--- src/rtl/vga_timing_pkg.sv ---
// Shared timing constants and decode helpers for the VGA sync generator.
// Default numbers describe SVGA 800x600@60 with a 40 MHz pixel rate.
package vga_timing_pkg;

  // Width of both position counters; large enough for totals up to 2048.
  localparam int CNT_W     = 11;
  localparam int MAX_TOTAL = 2048;

  // Horizontal timing in pixels.
  localparam int SVGA_H_SYNC   = 128;
  localparam int SVGA_H_BACK   = 88;
  localparam int SVGA_H_ACTIVE = 800;
  localparam int SVGA_H_FRONT  = 40;
  localparam int SVGA_H_TOTAL  = SVGA_H_SYNC + SVGA_H_BACK + SVGA_H_ACTIVE + SVGA_H_FRONT;

  // Vertical timing in lines.
  localparam int SVGA_V_SYNC   = 4;
  localparam int SVGA_V_BACK   = 23;
  localparam int SVGA_V_ACTIVE = 600;
  localparam int SVGA_V_FRONT  = 1;
  localparam int SVGA_V_TOTAL  = SVGA_V_SYNC + SVGA_V_BACK + SVGA_V_ACTIVE + SVGA_V_FRONT;

  // Which part of a line (or frame) a position falls in, in scan order.
  typedef enum logic [1:0] {
    SEG_SYNC   = 2'd0,
    SEG_BACK   = 2'd1,
    SEG_ACTIVE = 2'd2,
    SEG_FRONT  = 2'd3
  } axis_seg_e;

  // Classify a position along one axis; the front porch is whatever is left.
  function automatic axis_seg_e seg_of(input int pos, input int sync_w,
                                       input int back_w, input int active_w);
    axis_seg_e seg;
    if (pos < sync_w)
      seg = SEG_SYNC;
    else if (pos < sync_w + back_w)
      seg = SEG_BACK;
    else if (pos < sync_w + back_w + active_w)
      seg = SEG_ACTIVE;
    else
      seg = SEG_FRONT;
    return seg;
  endfunction

endpackage

--- src/rtl/vga_axis_counter.sv ---
// One axis of the raster: a wrapping position counter plus its registered
// sync and active-area decode. Used once for lines and once for frames.
module vga_axis_counter
  import vga_timing_pkg::*;
#(
  parameter int SYNC   = SVGA_H_SYNC,
  parameter int BACK   = SVGA_H_BACK,
  parameter int ACTIVE = SVGA_H_ACTIVE,
  parameter int FRONT  = SVGA_H_FRONT
) (
  input  logic             clk,
  input  logic             rst,
  input  logic             inc,
  output logic [CNT_W-1:0] count,
  output logic             sync_n,
  output logic             in_active,
  output logic             wrap
);

  localparam int TOTAL = SYNC + BACK + ACTIVE + FRONT;
  localparam logic [CNT_W-1:0] LAST = CNT_W'(TOTAL - 1);

  // Decoded values at position 0, so reset leaves outputs consistent with count.
  localparam logic RST_SYNC_N    = (seg_of(0, SYNC, BACK, ACTIVE) != SEG_SYNC);
  localparam logic RST_IN_ACTIVE = (seg_of(0, SYNC, BACK, ACTIVE) == SEG_ACTIVE);

  if (TOTAL < 1 || TOTAL > MAX_TOTAL) begin : g_bad_total
    $error("vga_axis_counter: total %0d outside 1..%0d", TOTAL, MAX_TOTAL);
  end

  logic [CNT_W-1:0] count_nxt;
  logic             at_last;
  axis_seg_e        seg_nxt;

  assign at_last = (count == LAST);

  // Wrap strobe is combinational so the next axis can advance on the same edge.
  assign wrap = inc && at_last;

  // Next position and its segment; decode runs on the next value so the
  // registered flags line up with the registered count.
  always_comb begin
    count_nxt = count;
    if (inc) begin
      if (at_last)
        count_nxt = '0;
      else
        count_nxt = count + 1'b1;
    end
    seg_nxt = seg_of(int'(count_nxt), SYNC, BACK, ACTIVE);
  end

  // Position and decoded flags update together.
  always_ff @(posedge clk or posedge rst) begin
    if (rst) begin
      count     <= '0;
      sync_n    <= RST_SYNC_N;
      in_active <= RST_IN_ACTIVE;
    end else begin
      count     <= count_nxt;
      sync_n    <= (seg_nxt != SEG_SYNC);
      in_active <= (seg_nxt == SEG_ACTIVE);
    end
  end

endmodule

--- src/rtl/vga_sync_gen.sv ---
// VGA timing generator: pixel-rate prescaler, horizontal and vertical
// position counters, active-low syncs, active-area flag and frame pulse.
module vga_sync_gen
  import vga_timing_pkg::*;
#(
  parameter int H_SYNC   = SVGA_H_SYNC,
  parameter int H_BACK   = SVGA_H_BACK,
  parameter int H_ACTIVE = SVGA_H_ACTIVE,
  parameter int H_FRONT  = SVGA_H_FRONT,
  parameter int V_SYNC   = SVGA_V_SYNC,
  parameter int V_BACK   = SVGA_V_BACK,
  parameter int V_ACTIVE = SVGA_V_ACTIVE,
  parameter int V_FRONT  = SVGA_V_FRONT,
  parameter int DIV      = 1
) (
  input  logic             clk,
  input  logic             rst,
  input  logic             en,
  output logic [CNT_W-1:0] c1,
  output logic [CNT_W-1:0] c2,
  output logic             hsync,
  output logic             vsync,
  output logic             ready,
  output logic             frame_start
);

  localparam int H_TOTAL = H_SYNC + H_BACK + H_ACTIVE + H_FRONT;
  localparam int V_TOTAL = V_SYNC + V_BACK + V_ACTIVE + V_FRONT;
  localparam int PW      = (DIV > 1) ? $clog2(DIV) : 1;
  localparam logic [PW-1:0] PLAST = PW'(DIV - 1);

  if (DIV < 1) begin : g_bad_div
    $error("vga_sync_gen: DIV must be at least 1, got %0d", DIV);
  end

  if (H_TOTAL > MAX_TOTAL || V_TOTAL > MAX_TOTAL) begin : g_bad_total
    $error("vga_sync_gen: totals %0d x %0d exceed %0d", H_TOTAL, V_TOTAL, MAX_TOTAL);
  end

  logic [PW-1:0] pcnt;
  logic          tick;
  logic          h_wrap;
  logic          v_wrap;
  logic          h_active;
  logic          v_active;

  // One pixel step every DIV enabled clocks; with DIV=1 this is just en.
  assign tick = en && (pcnt == PLAST);

  // Prescaler holds its phase while disabled so a pause does not shorten a pixel.
  always_ff @(posedge clk or posedge rst) begin
    if (rst)
      pcnt <= '0;
    else if (en)
      pcnt <= (pcnt == PLAST) ? '0 : pcnt + 1'b1;
  end

  vga_axis_counter #(
    .SYNC   (H_SYNC),
    .BACK   (H_BACK),
    .ACTIVE (H_ACTIVE),
    .FRONT  (H_FRONT)
  ) u_h_axis (
    .clk       (clk),
    .rst       (rst),
    .inc       (tick),
    .count     (c1),
    .sync_n    (hsync),
    .in_active (h_active),
    .wrap      (h_wrap)
  );

  // The line counter only steps when the pixel counter wraps on a tick.
  vga_axis_counter #(
    .SYNC   (V_SYNC),
    .BACK   (V_BACK),
    .ACTIVE (V_ACTIVE),
    .FRONT  (V_FRONT)
  ) u_v_axis (
    .clk       (clk),
    .rst       (rst),
    .inc       (h_wrap),
    .count     (c2),
    .sync_n    (vsync),
    .in_active (v_active),
    .wrap      (v_wrap)
  );

  // Both axis flags are already registered against the current counters.
  assign ready = h_active && v_active;

  // Frame pulse marks the cycle in which the counters sit freshly at (0,0).
  always_ff @(posedge clk or posedge rst) begin
    if (rst)
      frame_start <= 1'b0;
    else
      frame_start <= v_wrap;
  end

endmodule
--- config.mk ---
export PLATFORM = sky130hd
export DESIGN_NAME = vga_sync_gen
export DESIGN_NICKNAME = d
export VERILOG_FILES = /design/src/rtl/vga_timing_pkg.sv /design/src/rtl/vga_axis_counter.sv /design/src/rtl/vga_sync_gen.sv
export SDC_FILE = /design/constraint.sdc
export NUM_CORES = 1
export LEC_CHECK = 0
export CAP_MARGIN = 20
export CELL_PAD_IN_SITES_DETAIL_PLACEMENT = 0
export CELL_PAD_IN_SITES_GLOBAL_PLACEMENT = 2
export CORE_MARGIN = 10
export CORE_UTILIZATION = 29
export DETAILED_ROUTE_END_ITERATION = 10
export GPL_TIMING_DRIVEN = 1
export PLACE_DENSITY = 0.74
export SETUP_SLACK_MARGIN = 0.4
export SYNTH_ARGS = -nofsm -noshare
export SYNTH_HDL_FRONTEND = slang
export SYNTH_SLANG_ARGS = --single-unit
--- constraint.sdc ---
create_clock -name clk -period 2 [get_ports clk]
set_input_delay 0.2 -clock clk [delete_from_list [all_inputs] [get_ports clk]]
set_output_delay 0.2 -clock clk [all_outputs]
set_load 0.02 [all_outputs]
==> report_table.html, run 1 <==
<table>
<tr><th>Metric</th><th>Value</th></tr>
<tr><th colspan="2">Synth</th></tr>
<tr><td>Average size of a mapped cell</td><td>between 10 and 15 µm²</td></tr>
<tr><td>Top-area cell type share of the netlist area</td><td>between 40 and 50%</td></tr>
<tr><td>Post-synth top cells</td><td>sky130_fd_sc_hd__dfrtp_1 (27), sky130_fd_sc_hd__nand2_1 (10), sky130_fd_sc_hd__nor2_1 (9)</td></tr>
<tr><td>Multiplexer share of the synthesized area</td><td>0.690%</td></tr>
<tr><td>Post-synthesis instance area</td><td>0.00145 mm²</td></tr>
<tr><td>Post-synthesis xor/xnor area fraction</td><td>roughly 6.6%</td></tr>
<tr><td>Fraction of the mapped netlist area in simple logic gates</td><td>~25%</td></tr>
<tr><td>Count of flip-flops with a built-in enable after synthesis</td><td>0</td></tr>
<tr><td>Sequential share of the synthesized area</td><td>a little under half</td></tr>
<tr><td>Post-synthesis net count</td><td>142</td></tr>
<tr><td>Cell types occupying the most area after synthesis</td><td>sky130_fd_sc_hd__dfrtp_1 (47%), sky130_fd_sc_hd__xnor2_1 (3.6%), sky130_fd_sc_hd__and3_1 (3.0%)</td></tr>
<tr><td>Combinational family with the most area after synthesis</td><td>simple AND/OR/NAND/NOR gates</td></tr>
<tr><td>Most common flop cell mapped by yosys</td><td>sky130_fd_sc_hd__dfrtp_1</td></tr>
<tr><td>Number of cells produced by synthesis</td><td>137</td></tr>
<tr><td>Largest area contributor in the synthesized netlist</td><td>sky130_fd_sc_hd__dfrtp_1</td></tr>
<tr><td>Synth cell types</td><td>44</td></tr>
<tr><td>Area share of fa/ha/maj cells after synthesis</td><td>1.73%</td></tr>
<tr><td>Yosys warnings</td><td>0</td></tr>
<tr><td>Most used standard cell by instance count after synthesis</td><td>sky130_fd_sc_hd__dfrtp_1</td></tr>
<tr><td>Synth Register Bits</td><td>27</td></tr>
<tr><td>Async SR Flop Fraction</td><td>100%</td></tr>
<tr><td>Synthesized-area fraction occupied by ao, oa, aoi and oai cells</td><td>16.2%</td></tr>
<tr><th colspan="2">Layout</th></tr>
<tr><td>Signed area change from the synthesized netlist to the final layout</td><td>78.8%</td></tr>
<tr><td>Final std cell area, no fill</td><td>0.00259 mm²</td></tr>
<tr><td>Non-filler cells, final</td><td>a little under 300</td></tr>
<tr><td>Number of nets in the finished design</td><td>233</td></tr>
<tr><td>Count of inserted antenna diode cells</td><td>0</td></tr>
<tr><td>Share of layout cells above drive strength 1</td><td>50.7%</td></tr>
<tr><th colspan="2">Clock tree</th></tr>
<tr><td>Clock slew at reported path FFs</td><td>approximately 100 ps</td></tr>
<tr><td>Clock root buffer</td><td>sky130_fd_sc_hd__clkbuf_8</td></tr>
<tr><td>Inserted Clock Buffers</td><td>3</td></tr>
<tr><td>CTS tree</td><td>yes</td></tr>
<tr><td>Sink Count</td><td>27</td></tr>
<tr><td>Largest buffer count on any clock path</td><td>2</td></tr>
<tr><td>Number of buffers added to fix hold violations after cts</td><td>0</td></tr>
<tr><td>Source-to-sink clock delay at the later pin of the worst-skew pair</td><td>270 ps</td></tr>
<tr><td>Total number of H-tree levels</td><td>1</td></tr>
<tr><th colspan="2">Floorplanning</th></tr>
<tr><td>Floorplan core area</td><td>0.00479 mm²</td></tr>
<tr><td>Y dimension of the die</td><td>around 91 µm</td></tr>
<tr><td>Horizontal extent of the die</td><td>90.7 µm</td></tr>
<tr><td>I/O pin count</td><td>29</td></tr>
<tr><td>Starting density of the core</td><td>30.3%</td></tr>
<tr><td>Area of the die</td><td>0.00823 mm²</td></tr>
<tr><td># rows</td><td>25</td></tr>
<tr><th colspan="2">Route</th></tr>
<tr><td>Vias per Instance</td><td>just under 5</td></tr>
<tr><td>Mean routed wirelength per cell</td><td>around 16 µm</td></tr>
<tr><td>First DRT Iteration DRCs</td><td>66</td></tr>
<tr><td>Detailed-route wire length</td><td>4760 µm</td></tr>
<tr><td>Number of remaining DRC errors</td><td>0</td></tr>
<tr><td>Drt pass-1 iters</td><td>4</td></tr>
<tr><td>Via total after detailed routing</td><td>1421</td></tr>
<tr><td>Number of nets with antenna violations after routing</td><td>0</td></tr>
<tr><th colspan="2">Global route</th></tr>
<tr><td>First-pass GRT wire length</td><td>7470 µm</td></tr>
<tr><td>Overflow after GRT</td><td>0</td></tr>
<tr><td>Via count of the first global-routing pass</td><td>1551</td></tr>
<tr><td>Total routing resource utilization after global routing</td><td>10.9%</td></tr>
<tr><td>Largest net degree at the start of global routing</td><td>28</td></tr>
<tr><td>Initial antenna violation count</td><td>0</td></tr>
<tr><th colspan="2">Outcome</th></tr>
<tr><td>Failing checks</td><td>setup timing</td></tr>
<tr><td>Outcome</td><td>finished with violations</td></tr>
<tr><th colspan="2">Place</th></tr>
<tr><td>PortBufs</td><td>28</td></tr>
<tr><td>Routability congestion estimate</td><td>0.846</td></tr>
<tr><td>Placed cell count</td><td>271</td></tr>
<tr><td>DP Wirelength</td><td>3370 µm</td></tr>
<tr><td>Post-detailed-placement cell area</td><td>0.00218 mm²</td></tr>
<tr><th colspan="2">Power and ir drop</th></tr>
<tr><td>Power per cell area</td><td>567 mW/mm²</td></tr>
<tr><td>Worst voltage drop across the vdd grid</td><td>370 µV</td></tr>
<tr><td>Switching share of power</td><td>31.6%</td></tr>
<tr><td>Portion of total power attributed to the clock network</td><td>22.0%</td></tr>
<tr><td>Sequential cell fraction of total power</td><td>a little over two fifths</td></tr>
<tr><td>Combinational group share of total power</td><td>34.8%</td></tr>
<tr><td>Internal power contribution</td><td>roughly 1.0 mW</td></tr>
<tr><td>Switching power total</td><td>0.465 mW</td></tr>
<tr><td>Total leakage power</td><td>1.34 nW</td></tr>
<tr><th colspan="2">Timing</th></tr>
<tr><td>Max_slew headroom</td><td>between 70% and 80%</td></tr>
<tr><td>Final count of pins violating max slew</td><td>0</td></tr>
<tr><td>Slew of the pin with the lowest slew margin</td><td>approximately 370 ps</td></tr>
<tr><td>Setup skew after layout</td><td>1.44 ps</td></tr>
<tr><td>Tmin final</td><td>2170 ps</td></tr>
<tr><td>Count of final setup violators</td><td>4</td></tr>
<tr><td>Crit path setup slack, layout</td><td>-167 ps</td></tr>
<tr><td>Unrepaired setup endpoints after global routing</td><td>true</td></tr>
<tr><td>Max frequency</td><td>462 MHz</td></tr>
<tr><td>Share of the cycle needed by the critical path after routing</td><td>108%</td></tr>
<tr><td>Hold Vio Cnt, Final</td><td>0</td></tr>
<tr><th colspan="2">Setup path</th></tr>
<tr><td>Endpoint arrival time on the critical path</td><td>~2300 ps</td></tr>
<tr><td>Cell breakdown of the critical path</td><td>nor4b_4, nand4_1, buf_6, o21ai_4, o31ai_4, or3_1, a31oi_1, a211oi_2</td></tr>
<tr><td>Worst path top cell family by delay</td><td>simple AND/OR/NAND/NOR gates</td></tr>
<tr><td>Worst Path Buf+Inv</td><td>1</td></tr>
<tr><td>Startpoint kind of the worst setup timing path</td><td>register</td></tr>
<tr><td>CP max FO</td><td>9</td></tr>
<tr><td>CP peak stage delay</td><td>roughly 440 ps</td></tr>
<tr><td>CP max-delay cell</td><td>sky130_fd_sc_hd__dfrtp_2</td></tr>
<tr><td>Worst Path Class, Setup</td><td>register to register</td></tr>
<tr><td>Critical path data required time</td><td>2160 ps</td></tr>
<tr><td>Element type at the critical path end</td><td>register</td></tr>
<tr><th colspan="2">Flow run</th></tr>
<tr><td>Maximum capacitance violations</td><td>0</td></tr>
<tr><th colspan="2">Hold path</th></tr>
<tr><td>Worst Hold Class</td><td>input pin to async pin</td></tr>
</table>
-- cell families after synthesis --
family          after synthesis
flops                        27
mux                           1
fa+ha+maj                     2
xor+xnor                     11
buf+inv                      10
compound gates               26
simple gates                 60
-- metrics by stage --
step | worst slack [ps] | power, mW | hold WS (ps) | utilization, % | setup TNS [ps]
floorplan | -23.7 | 0.830 | 252 | - | -23.7
global placement | -221 | 1.09 | 557 | 45.6 | -590
detailed placement | -276 | 1.09 | 563 | 45.6 | -778
CTS | -142 | 1.45 | 286 | 50.3 | -235
global route | -252 | 1.55 | 317 | 54.2 | -774
finish | -167 | 1.47 | 286 | 54.2 | -296
-- registers in the layout (all words and copies together) (netlist names) --
| register | flops |
|---|---|
| u_h_axis.count | 11 |
| u_v_axis.count | 11 |
| frame_start | 1 |
| u_h_axis.in_active | 1 |
| u_h_axis.sync_n | 1 |
| u_v_axis.in_active | 1 |
| u_v_axis.sync_n | 1 |
-- worst reg2reg max path, cell delays in order, from the launching register on --
cell and delay, ps:
sky130_fd_sc_hd__dfrtp_2 440, sky130_fd_sc_hd__nor4b_4 340, sky130_fd_sc_hd__nand4_1 200, sky130_fd_sc_hd__buf_6 200, sky130_fd_sc_hd__o21ai_4 160, sky130_fd_sc_hd__o31ai_4 90
sky130_fd_sc_hd__or3_1 350, sky130_fd_sc_hd__a31oi_1 180, sky130_fd_sc_hd__a211oi_2 90
-- cells in the final DEF, fill, tap and decap left out, drive strengths merged, types with 2 or more instances in the layout --
cell,count
dlygate4sd2,13
xnor2,6
clkbuf,4
and2,3
nand4,5
ha,2
or3,2
xor2,5
nor2,9
o31ai,4
inv,8
nand2,11
dfrtp,27
nor4b,2
and4,3
a31oi,3
clkdlybuf4s50,7
nand3,9
and3,9
nor3,4
buf,60
dlymetal6s2s,8
o21ai,7
-- power groups by stage --
stage	logic [mW]	registers, mW	clock network [mW]
2_1_floorplan	0.107	0.723	0
3_3_place_gp	0.450	0.637	0
3_5_place_dp	0.454	0.641	0
4_1_cts	0.486	0.637	0.331
5_1_grt	0.553	0.643	0.355
6_report	0.511	0.636	0.323
-- timing repair --
action,in CTS,in global routing
endpoints found under the setup margin,27,25
hold endpoints to repair,0,0
resized for setup,37,28
setup buffers,9,10
pin swaps,11,14
gates cloned,0,0
-- path summary, 6_finish.rpt --
path / start / endpoint / slack [ps] / cells past startpoint
worst min register to register: u_h_axis.count[2]$_DFFE_PP0P_ / u_h_axis.count[2]$_DFFE_PP0P_ / 590 / 2
worst max register to register: u_h_axis.count[5]$_DFF_PP0_ / u_v_axis.in_active$_DFF_PP0_ / -170 / 8
min in group clk: u_h_axis.count[2]$_DFFE_PP0P_ / u_h_axis.count[2]$_DFFE_PP0P_ / 590 / 2
worst min-delay path: rst / u_v_axis.count[7]$_DFF_PP0_ / 290 / 3
worst max-delay path: u_h_axis.count[5]$_DFF_PP0_ / u_v_axis.in_active$_DFF_PP0_ / -170 / 8
max in group asynchronous: rst / u_v_axis.count[1]$_DFF_PP0_ / 1430 / 3
-- final cells by class --
cell class	instances	area, µm²
clock buffer	4	45.0
inverter	8	30.0
tap	67	83.8
timing repair buffer	88	785
sequential	27	684
fill	435	2190
multi-input combinational	100	965
-- routing by layer --
| metal | track usage, % | part of all wire (%) | wire (µm) | up-vias |
|---|---|---|---|---|
| li1 | - | - | - | 689 |
| met1 | 11.9 | 43 | 2040 | 697 |
| met2 | 20.0 | 53 | 2530 | 31 |
| met3 | 2.33 | 3.3 | 158 | 4 |
| met4 | 4.11 | 0.76 | 36 | 0 |
| met5 | 0 | 0 | 0 | - |
No activity file was read; power rests on OpenSTA's default activity.
==> run 2, diff against run 1 <==
--- a/config.mk
+++ b/config.mk
@@ -13,6 +13,7 @@
 export DETAILED_ROUTE_END_ITERATION = 10
 export GPL_TIMING_DRIVEN = 1
 export PLACE_DENSITY = 0.74
+export RECOVER_POWER = 25
 export SETUP_SLACK_MARGIN = 0.4
 export SYNTH_ARGS = -nofsm -noshare
 export SYNTH_HDL_FRONTEND = slang
==> report_table.html, run 2 (synthesized netlist as in run 1, its figures left out) <==
<table>
<tr><th>Metric</th><th>Value</th></tr>
<tr><th colspan="2">Global route</th></tr>
<tr><td>Largest net degree at the start of global routing</td><td>28 (unchanged)</td></tr>
<tr><td>Total routing resource utilization after global routing</td><td>10.9% (unchanged)</td></tr>
<tr><td>Initial antenna violation count</td><td>0 (unchanged)</td></tr>
<tr><td>Via count of the first global-routing pass</td><td>1551 (unchanged)</td></tr>
<tr><td>First-pass GRT wire length</td><td>7470 µm (unchanged)</td></tr>
<tr><td>Overflow after GRT</td><td>0 (unchanged)</td></tr>
<tr><th colspan="2">Layout</th></tr>
<tr><td>Count of inserted antenna diode cells</td><td>0 (unchanged)</td></tr>
<tr><td>Signed area change from the synthesized netlist to the final layout</td><td>78.5%</td></tr>
<tr><td>Highest-count cells in the layout ignoring fill and taps</td><td>sky130_fd_sc_hd__buf_4 (48), sky130_fd_sc_hd__dfrtp_1 (20), sky130_fd_sc_hd__dlygate4sd2_1 (13)</td></tr>
<tr><td>Largest registers ranked by flip-flop count</td><td>u_h_axis.count (11), u_v_axis.count (11)</td></tr>
<tr><td>Most common library cell in the layout ignoring fill and taps</td><td>sky130_fd_sc_hd__buf_4</td></tr>
<tr><td>Number of nets in the finished design</td><td>233 (unchanged)</td></tr>
<tr><td>Share of layout cells above drive strength 1</td><td>50.2% (-0.44 points)</td></tr>
<tr><th colspan="2">Setup path</th></tr>
<tr><td>Endpoint arrival time on the critical path</td><td>2330 ps (about the same)</td></tr>
<tr><td>Launching instance or port of the critical path</td><td>u_h_axis.count[5]$_DFF_PP0_</td></tr>
<tr><td>Worst R2R Start</td><td>u_h_axis.count[5]$_DFF_PP0_</td></tr>
<tr><td>Worst Path Class, Setup</td><td>register to register</td></tr>
<tr><td>Startpoint kind of the worst setup timing path</td><td>register</td></tr>
<tr><td>CP max FO</td><td>9 (unchanged)</td></tr>
<tr><td>Element type at the critical path end</td><td>register</td></tr>
<tr><td>Critical path data required time</td><td>2160 ps (about the same)</td></tr>
<tr><th colspan="2">Clock tree</th></tr>
<tr><td>Sink Count</td><td>27 (unchanged)</td></tr>
<tr><td>Number of buffers added to fix hold violations after cts</td><td>0 (unchanged)</td></tr>
<tr><td>Largest buffer count on any clock path</td><td>2 (unchanged)</td></tr>
<tr><td>Clock slew at reported path FFs</td><td>100 ps (about the same)</td></tr>
<tr><td>CTS tree</td><td>yes</td></tr>
<tr><td>Total number of H-tree levels</td><td>1 (unchanged)</td></tr>
<tr><td>Source-to-sink clock delay at the later pin of the worst-skew pair</td><td>270 ps (about the same)</td></tr>
<tr><td>Clock root buffer</td><td>sky130_fd_sc_hd__clkbuf_8</td></tr>
<tr><td>Inserted Clock Buffers</td><td>3 (unchanged)</td></tr>
<tr><th colspan="2">Flow run</th></tr>
<tr><td>Maximum capacitance violations</td><td>1 (+1)</td></tr>
<tr><th colspan="2">Floorplanning</th></tr>
<tr><td>Starting density of the core</td><td>30.3% (unchanged)</td></tr>
<tr><td>Floorplan core area</td><td>0.00479 mm² (unchanged)</td></tr>
<tr><td># rows</td><td>25 (unchanged)</td></tr>
<tr><td>I/O pin count</td><td>29 (unchanged)</td></tr>
<tr><td>Area of the die</td><td>0.00823 mm² (unchanged)</td></tr>
<tr><td>Y dimension of the die</td><td>90.7 µm (unchanged)</td></tr>
<tr><td>Horizontal extent of the die</td><td>90.7 µm (unchanged)</td></tr>
<tr><th colspan="2">Timing</th></tr>
<tr><td>Tmin final</td><td>2170 ps (+0.237 ps)</td></tr>
<tr><td>Count of final setup violators</td><td>4 (unchanged)</td></tr>
<tr><td>Crit path setup slack, layout</td><td>-167 ps (-0.237 ps)</td></tr>
<tr><td>Slew of the pin with the lowest slew margin</td><td>1540 ps (+1180 ps)</td></tr>
<tr><td>Share of the cycle needed by the critical path after routing</td><td>108% (about the same)</td></tr>
<tr><td>Max frequency</td><td>462 MHz (about the same)</td></tr>
<tr><td>Unrepaired setup endpoints after global routing</td><td>true</td></tr>
<tr><td>Total negative setup slack</td><td>-298 ps (-1.77 ps)</td></tr>
<tr><td>Max_slew headroom</td><td>-2.95% (-78 points)</td></tr>
<tr><td>Final count of pins violating max slew</td><td>28 (+28)</td></tr>
<tr><td>Setup skew after layout</td><td>1.75 ps (+0.319 ps)</td></tr>
<tr><td>Hold Vio Cnt, Final</td><td>0 (unchanged)</td></tr>
<tr><th colspan="2">Power and ir drop</th></tr>
<tr><td>Total leakage power</td><td>1.34 nW (-0.27%)</td></tr>
<tr><td>Switching share of power</td><td>31.6% (about the same)</td></tr>
<tr><td>Portion of total power attributed to the clock network</td><td>22.0% (about the same)</td></tr>
<tr><td>Worst voltage drop across the vdd grid</td><td>370 µV (about the same)</td></tr>
<tr><td>Combinational group share of total power</td><td>34.7% (about the same)</td></tr>
<tr><td>Sequential cell fraction of total power</td><td>43.3% (about the same)</td></tr>
<tr><td>Switching power total</td><td>0.464 mW (-0.10%)</td></tr>
<tr><td>Power per cell area</td><td>568 mW/mm² (about the same)</td></tr>
<tr><td>Internal power contribution</td><td>1.01 mW (about the same)</td></tr>
<tr><th colspan="2">Route</th></tr>
<tr><td>Number of nets with antenna violations after routing</td><td>0 (unchanged)</td></tr>
<tr><td>Drt pass-1 iters</td><td>4 (unchanged)</td></tr>
<tr><td>Vias per Instance</td><td>4.85 (+0.35%)</td></tr>
<tr><td>Via total after detailed routing</td><td>1426 (+0.35%)</td></tr>
<tr><td>First DRT Iteration DRCs</td><td>66 (unchanged)</td></tr>
<tr><td>Mean routed wirelength per cell</td><td>16.2 µm (about the same)</td></tr>
<tr><td>Number of remaining DRC errors</td><td>0 (unchanged)</td></tr>
<tr><td>Detailed-route wire length</td><td>4760 µm (about the same)</td></tr>
<tr><th colspan="2">Hold path</th></tr>
<tr><td>Hold path start</td><td>u_h_axis.count[2]$_DFFE_PP0P_</td></tr>
<tr><td>Worst Hold Class</td><td>register to register</td></tr>
<tr><th colspan="2">Place</th></tr>
<tr><td>Routability congestion estimate</td><td>0.846 (unchanged)</td></tr>
<tr><td>Pre-CTS setup slack</td><td>-276 ps (unchanged)</td></tr>
<tr><td>DP Wirelength</td><td>3370 µm (unchanged)</td></tr>
<tr><td>PortBufs</td><td>28 (unchanged)</td></tr>
<tr><th colspan="2">Outcome</th></tr>
<tr><td>Failing checks</td><td>capacitance limit, slew limit, setup timing</td></tr>
<tr><td>Outcome</td><td>finished with violations</td></tr>
</table>
run 2: layout make-up:
cell class,instances,area (µm²)
Fill cell,437,2200
Multi-Input combinational cell,100,965
Timing Repair Buffer,88,781
Sequential cell,27,684
Tap cell,67,83.8
Clock buffer,4,45.0
Inverter,8,30.0
run 2: power by group through the flow:
stage                     clock network (mW)  registers (mW)  logic (mW)
after floorplan                            0           0.723       0.107
after CTS                              0.331           0.637       0.486
after global routing                   0.355           0.643       0.552
after global placement                     0           0.637       0.450
after detailed placement                   0           0.641       0.454
final                                  0.323           0.636       0.510
run 2: repair_timing:
action,4_1_cts,5_1_grt
gates cloned,0,0
endpoints found under the setup margin,27,25
setup buffers,9,10
resized for setup,37,28
pin swaps,11,14
run 2: worst max-delay path, cell delays in order, from the launching register on:
cell	delay, ps
sky130_fd_sc_hd__dfrtp_2	440
sky130_fd_sc_hd__nor4b_4	340
sky130_fd_sc_hd__nand4_1	200
sky130_fd_sc_hd__buf_6	200
sky130_fd_sc_hd__o21ai_4	160
sky130_fd_sc_hd__o31ai_4	90
sky130_fd_sc_hd__or3_1	350
sky130_fd_sc_hd__a31oi_1	180
sky130_fd_sc_hd__a211oi_2	90
run 2: routing by layer:
metal	up-vias	global-route usage, %	share of wire [%]
met5	-	0	0
met1	698	11.9	43
met3	4	2.33	3.5
li1	689	-	-
met2	35	20.0	53
met4	0	4.11	0.76
run 2: metrics by stage:
stage / power (mW) / util [%] / cell area, µm² / hold slack, ps / cells
after global routing: 1.55 / 54.1 / 2590 / 621 / 294
after global placement: 1.09 / 45.6 / 2180 / 557 / 271
after CTS: 1.45 / 50.3 / 2410 / 286 / 284
final: 1.47 / 54.1 / 2590 / 585 / 294
after detailed placement: 1.09 / 45.6 / 2180 / 563 / 271
after floorplan: 0.830 / - / 1530 / 252 / 137
run 2: worst paths after layout:
kind	endpoint	slack, ps	depth (start not counted)
max in group asynchronous	u_h_axis.count[7]$_DFF_PP0_	250	3
hold reg to reg	u_h_axis.count[2]$_DFFE_PP0P_	590	2
setup reg to reg	u_v_axis.in_active$_DFF_PP0_	-170	8
setup / recovery	u_v_axis.in_active$_DFF_PP0_	-170	8
min in group asynchronous	u_v_axis.count[7]$_DFF_PP0_	750	3
hold / removal	u_h_axis.count[2]$_DFFE_PP0P_	590	2
==> run 3, diff against run 2 <==
--- a/config.mk
+++ b/config.mk
@@ -10,6 +10,7 @@
 export CELL_PAD_IN_SITES_GLOBAL_PLACEMENT = 2
 export CORE_MARGIN = 10
 export CORE_UTILIZATION = 29
+export CTS_CLUSTER_SIZE = 10
 export DETAILED_ROUTE_END_ITERATION = 10
 export GPL_TIMING_DRIVEN = 1
 export PLACE_DENSITY = 0.74
==> results of run 3 <==
The final DEF is identical to that of run 2; final timing and power are the same.
==> patch 1: new RTL, flow settings as in run 3 <==
Set the package constant `CNT_W` to 15 (it was 11).
--- a/src/rtl/vga_timing_pkg.sv
+++ b/src/rtl/vga_timing_pkg.sv
@@ -5,3 +5,3 @@
   // Width of both position counters; large enough for totals up to 2048.
-  localparam int CNT_W     = 11;
+  localparam int CNT_W     = 15;
   localparam int MAX_TOTAL = 2048;
Ports: changed (resized c1 and c2); port bits go from 29 to 37. No check against the original RTL was run, so the function may have changed too.
==> patch 1 against run 3 <==
Sequential cell count increased by 8. Critical path type unchanged. Hold slack got worse by 0.0040 ns. The flow finishes with violations (setup timing). Final area increased by 30%. Wire length increased by 20%. Clock power increased by 53%. Synthesized cell count increased by 26%. Combinational power increased by 53%. Highest routed layer unchanged. Global-route usage increased by 0.12 points. Core utilization increased by 2.0 points. Maximum frequency decreased by 23%. Synthesized area increased by 24%. Worst setup slack got worse by 0.64 ns. Total power increased by 43%. Critical endpoint unchanged.
==> patch 1: results <==
export IMPL_tns_ns=-3.965
export IMPL_htreeDepth=2
export IMPL_crit_slowest_cell="or4_4"
export IMPL_ir_drop_mv=0.6355
export IMPL_wire_per_inst_um=15.38
export IMPL_p_leak_nw=1.944
export IMPL_netSwitchingFraction_pct=32.38
export IMPL_grt_pass1_vias=1859
export IMPL_crit_start="u_h_axis.count[6]"
export IMPL_ys_top_cells_by_area="dfrtp_1 (49%), xnor2_1 (6.8%), nand4_1 (3.8%)"
export IMPL_violations="setup timing"
export IMPL_dp_hpwl_um=3968
export IMPL_status="finished with violations"
export IMPL_synth_area_per_cell_um2=10.42
export IMPL_clkSlewWorstSetupHoldPaths_ns=0.07
export IMPL_synth_seq_area_share_pct=48.58
export IMPL_rr_worst_depth=7
export IMPL_grt_pass1_wl_um=8935
export IMPL_vias=1801
export IMPL_cp_max_fo=3
export IMPL_synth_nets=178
export IMPL_ys_top_cells_by_count="dfrtp_1 (35), xnor2_1 (14), nand2_1 (12), nand4_1 (11), nor2_1 (10)"
export IMPL_nets=301
export IMPL_critPathArrivalTime_ns=3.01
export IMPL_fill_cells=540
export IMPL_hold_path_startpoint="u_v_axis.count[14]"
export IMPL_synth_cell_types=43
export IMPL_fin_ws_ns=-0.8099
export IMPL_io_buffers=36
export IMPL_drt_iter0_drc=68
export IMPL_clock_latency_ns=0.29
export IMPL_placed_area_mm2=0.002749
export IMPL_numCtsBuffers=5
export IMPL_tightest_slew_ns=0.8599
export IMPL_grt_max_degree=36
export IMPL_fin_skew_ns=0.003400
export IMPL_slowest_delay_ns=0.55
export IMPL_routabilityCongestion=0.8295
export IMPL_cts_buffer_depth=2
export IMPL_finalSetupViolCount=17
export IMPL_reg_largest_list="u_h_axis.count x15, u_v_axis.count x15"
## patch 1: tightest hold or removal path: cells and delay by family, from the launching register on
family	cells	cell delay (ns)
DFF	1	0.34
xor gates and xnor gates	1	0.07
buffers and inverters	1	0.12
## patch 1: what timing repair did
item	in CTS	in global routing
pin swaps	16	25
cloned	0	0
buffers inserted	12	12
resized for setup	42	54
endpoints found under the setup margin	34	49
hold buffers	0	0
## patch 1: cell families after synthesis
family,Yosys count,synth area share (%)
adders and majority gates,2,1.388
AOI/OAI and AO/OA,18,6.592
DFF,35,48.58
and+or+nand+nor,85,29.63
xor gates and xnor gates,20,9.716
muxes,2,1.388
buffers and inverters,11,2.707
## patch 1: metal layers
layer | routed length, um | GRT usage [%] | up-vias | part of all wire (%)
li1 | - | - | 875 | -
met3 | 347 | 4.330 | 5 | 6.1
met2 | 2738 | 18.04 | 41 | 48
met1 | 2588 | 13.07 | 880 | 45
met5 | 0 | 0 | - | 0
met4 | 48 | 2.977 | 0 | 0.84
## patch 1: how the worst min path moves through the flow
stage | slack (ns) | depth (start not counted) | end
CTS | 0.32 | 3 | u_h_axis.count[5]
global route | 0.60 | 2 | u_v_axis.count[14]
global placement | 0.56 | 2 | u_h_axis.count[2]
detailed placement | 0.57 | 2 | u_h_axis.count[2]
floorplan | 0.35 | 1 | frame_start
finish | 0.58 | 2 | u_v_axis.count[14]
## patch 1: area by class of cell
cell class / count / area, um2 / area share [%]
tap: 75 / 93.84 / 2.791
timing repair buffer: 120 / 1075 / 31.97
inverter: 7 / 26.28 / 0.7815
clock inverter: 3 / 15.01 / 0.4466
sequential: 35 / 884.6 / 26.31
clock buffer: 5 / 68.82 / 2.047
multi-input combinational: 127 / 1199 / 35.65
## patch 1: metrics by stage
step | cells | utilization (%) | worst slack (ns)
detailed placement | 340 | 45.89 | -0.8440
global placement | 340 | 45.89 | -0.7910
global route | 372 | 56.12 | -0.9224
CTS | 360 | 50.98 | -0.7751
floorplan | 173 | - | -0.8441
finish | 372 | 56.12 | -0.8099
## patch 1: power groups by stage
stage | clock network (mW) | registers, mW | logic [mW]
after floorplan | 0 | 0.954 | 0.201
after global placement | 0 | 0.821 | 0.674
after detailed placement | 0 | 0.825 | 0.674
after CTS | 0.501 | 0.829 | 0.727
after global routing | 0.538 | 0.836 | 0.853
final | 0.493 | 0.829 | 0.778
==> patch 2: new RTL, flow settings as in run 3 <==
Without the edit above. Register the output `hsync`, without a reset; this adds one clock of latency there. The other outputs are not delayed to match.
--- a/src/rtl/vga_sync_gen.sv
+++ b/src/rtl/vga_sync_gen.sv
@@ -30,2 +30,4 @@
   localparam logic [PW-1:0] PLAST = PW'(DIV - 1);
+
+  logic hsync_d;
 
@@ -67,3 +69,3 @@
     .count     (c1),
-    .sync_n    (hsync),
+    .sync_n    (hsync_d),
     .in_active (h_active),
@@ -99,2 +101,6 @@
 
+  always_ff @(posedge clk) begin
+    hsync <= hsync_d;
+  end
+
 endmodule
Behaviour: no difference found for any inputs over 10 cycles, from zero or initial values and one cycle with rst high; that may be too few to reach the edited logic, so the function may still have changed.
==> patch 2 against run 3 <==
The run ends with setup timing left. Synthesized area is 1.4% higher. Non-clock buffer count fell by 2. Sequential share of layout area down 0.34 points. Core utilization up 1.9 points. Clock skew increased by 0.0070 ns. Final area is 4.3% higher. Wire length is 4.1% lower. Synthesized cell count is 0.73% higher. Worst setup slack gained 0.015 ns. Hold slack got worse by 0.23 ns. Sequential cell count rose by 1. Largest power group unchanged. Maximum frequency rose by 0.69%. Highest routed layer unchanged. Total power rose by 11%.
==> patch 2: results <==
export IMPL_grt_use_met1_pct=13.14
export IMPL_status="finished with violations"
export IMPL_track_usage_pct=10.85
export IMPL_drt_iter0_drc=46
export IMPL_synthArstFlopShare_pct=96.43
export IMPL_synth_area_per_cell_um2=10.65
export IMPL_crit_start="u_h_axis.count[7]"
export IMPL_place_inst=276
export IMPL_violations="setup timing"
export IMPL_max_slew_margin_pct=1.501
export IMPL_hold_path_end="hsync"
export IMPL_grt_pass1_wl_um=7638
export IMPL_wl_met2_um=2429
export IMPL_grt_pass1_vias=1510
export IMPL_rr_worst_depth=8
export IMPL_synth_cell_types=45
export IMPL_wl_met1_um=2012
export IMPL_hold_depth=0
export IMPL_routed_wl_um=4560
export IMPL_antenna_found_initial=0
export IMPL_routed_wl_met3_um=109
export IMPL_finalSetupViolCount=3
export IMPL_dp_hpwl_um=3346
export IMPL_numCtsBuffers=3
export IMPL_p_leak_nw=1.372
export IMPL_fill_cells=447
export IMPL_hold_path_startpoint="u_h_axis.sync_n"
export IMPL_fin_cells=293
export IMPL_grt_met2_usage_pct=19.15
export IMPL_grt_use_met3_pct=2.551
export IMPL_nets=232
export IMPL_place_ws_ns=-0.2420
export IMPL_placed_area_mm2=0.002232
export IMPL_ir_drop_mv=0.3811
export IMPL_drive_above_1_share_pct=51.77
export IMPL_ys_top_cells_by_area="dfrtp_1 (46%), xnor2_1 (3.6%), and3_1 (3.0%)"
export IMPL_routabilityCongestion=0.8436
export IMPL_cp_max_fo=4
export IMPL_tns_ns=-0.2130
export IMPL_fin_ws_ns=-0.1519
export IMPL_vias=1410
export IMPL_fin_skew_ns=0.008771
export IMPL_synth_seq_area_share_pct=47.32
export IMPL_synth_nets=143
export IMPL_ys_top_cells_by_count="dfrtp_1 (27), nand2_1 (10), nor2_1 (9), inv_1 (8), nand3_1 (8)"
## patch 2: metrics by stage
stage / util (%) / power (mW) / hold slack (ns)
global placement: 46.34 / 1.118 / 0.3313
global route: 56.03 / 1.719 / 0.3688
detailed placement: 46.34 / 1.131 / 0.3396
CTS: 52.21 / 1.636 / 0.2765
finish: 56.03 / 1.636 / 0.3567
floorplan: - / 0.8503 / 0.2522
## patch 2: repair_timing
item	in CTS	in global routing
setup buffers	8	5
pin swaps	19	16
setup endpoints to repair	29	26
resized for setup	55	30
## patch 2: logic make-up (layout without fill, tap and decap cells)
group	Yosys count	in the layout	share of synthesized area, %
AOI/OAI and AO/OA	26	26	16.00
xor gates and xnor gates	11	11	6.553
adders and majority gates	2	2	1.702
buffers and inverters	10	98	3.319
DFF	28	28	47.32
muxes	1	1	0.6809
and+or+nand+nor	60	60	24.43
## patch 2: power breakdown
part / internal, mW / switching [mW]
sequential: 0.617 / 0.0366
clock: 0.268 / 0.188
combinational: 0.281 / 0.246
total: 1.17 / 0.470
## patch 2: cell type report
class | count | area share, %
multi-input combinational | 100 | 38.62
timing repair buffer | 86 | 28.42
sequential | 28 | 26.10
tap | 67 | 3.106
clock buffer | 3 | 1.530
clock inverter | 1 | 1.113
inverter | 8 | 1.113
## patch 2: worst max path at each step
| stage | end | cells past startpoint | slack (ns) |
|---|---|---|---|
| after floorplan | u_v_axis.in_active | 8 | -0.02 |
| after global placement | u_h_axis.in_active | 9 | -0.29 |
| after detailed placement | u_v_axis.in_active | 8 | -0.24 |
| after CTS | u_v_axis.in_active | 7 | -0.11 |
| after global routing | u_v_axis.in_active | 8 | -0.24 |
| final | u_v_axis.in_active | 8 | -0.15 |
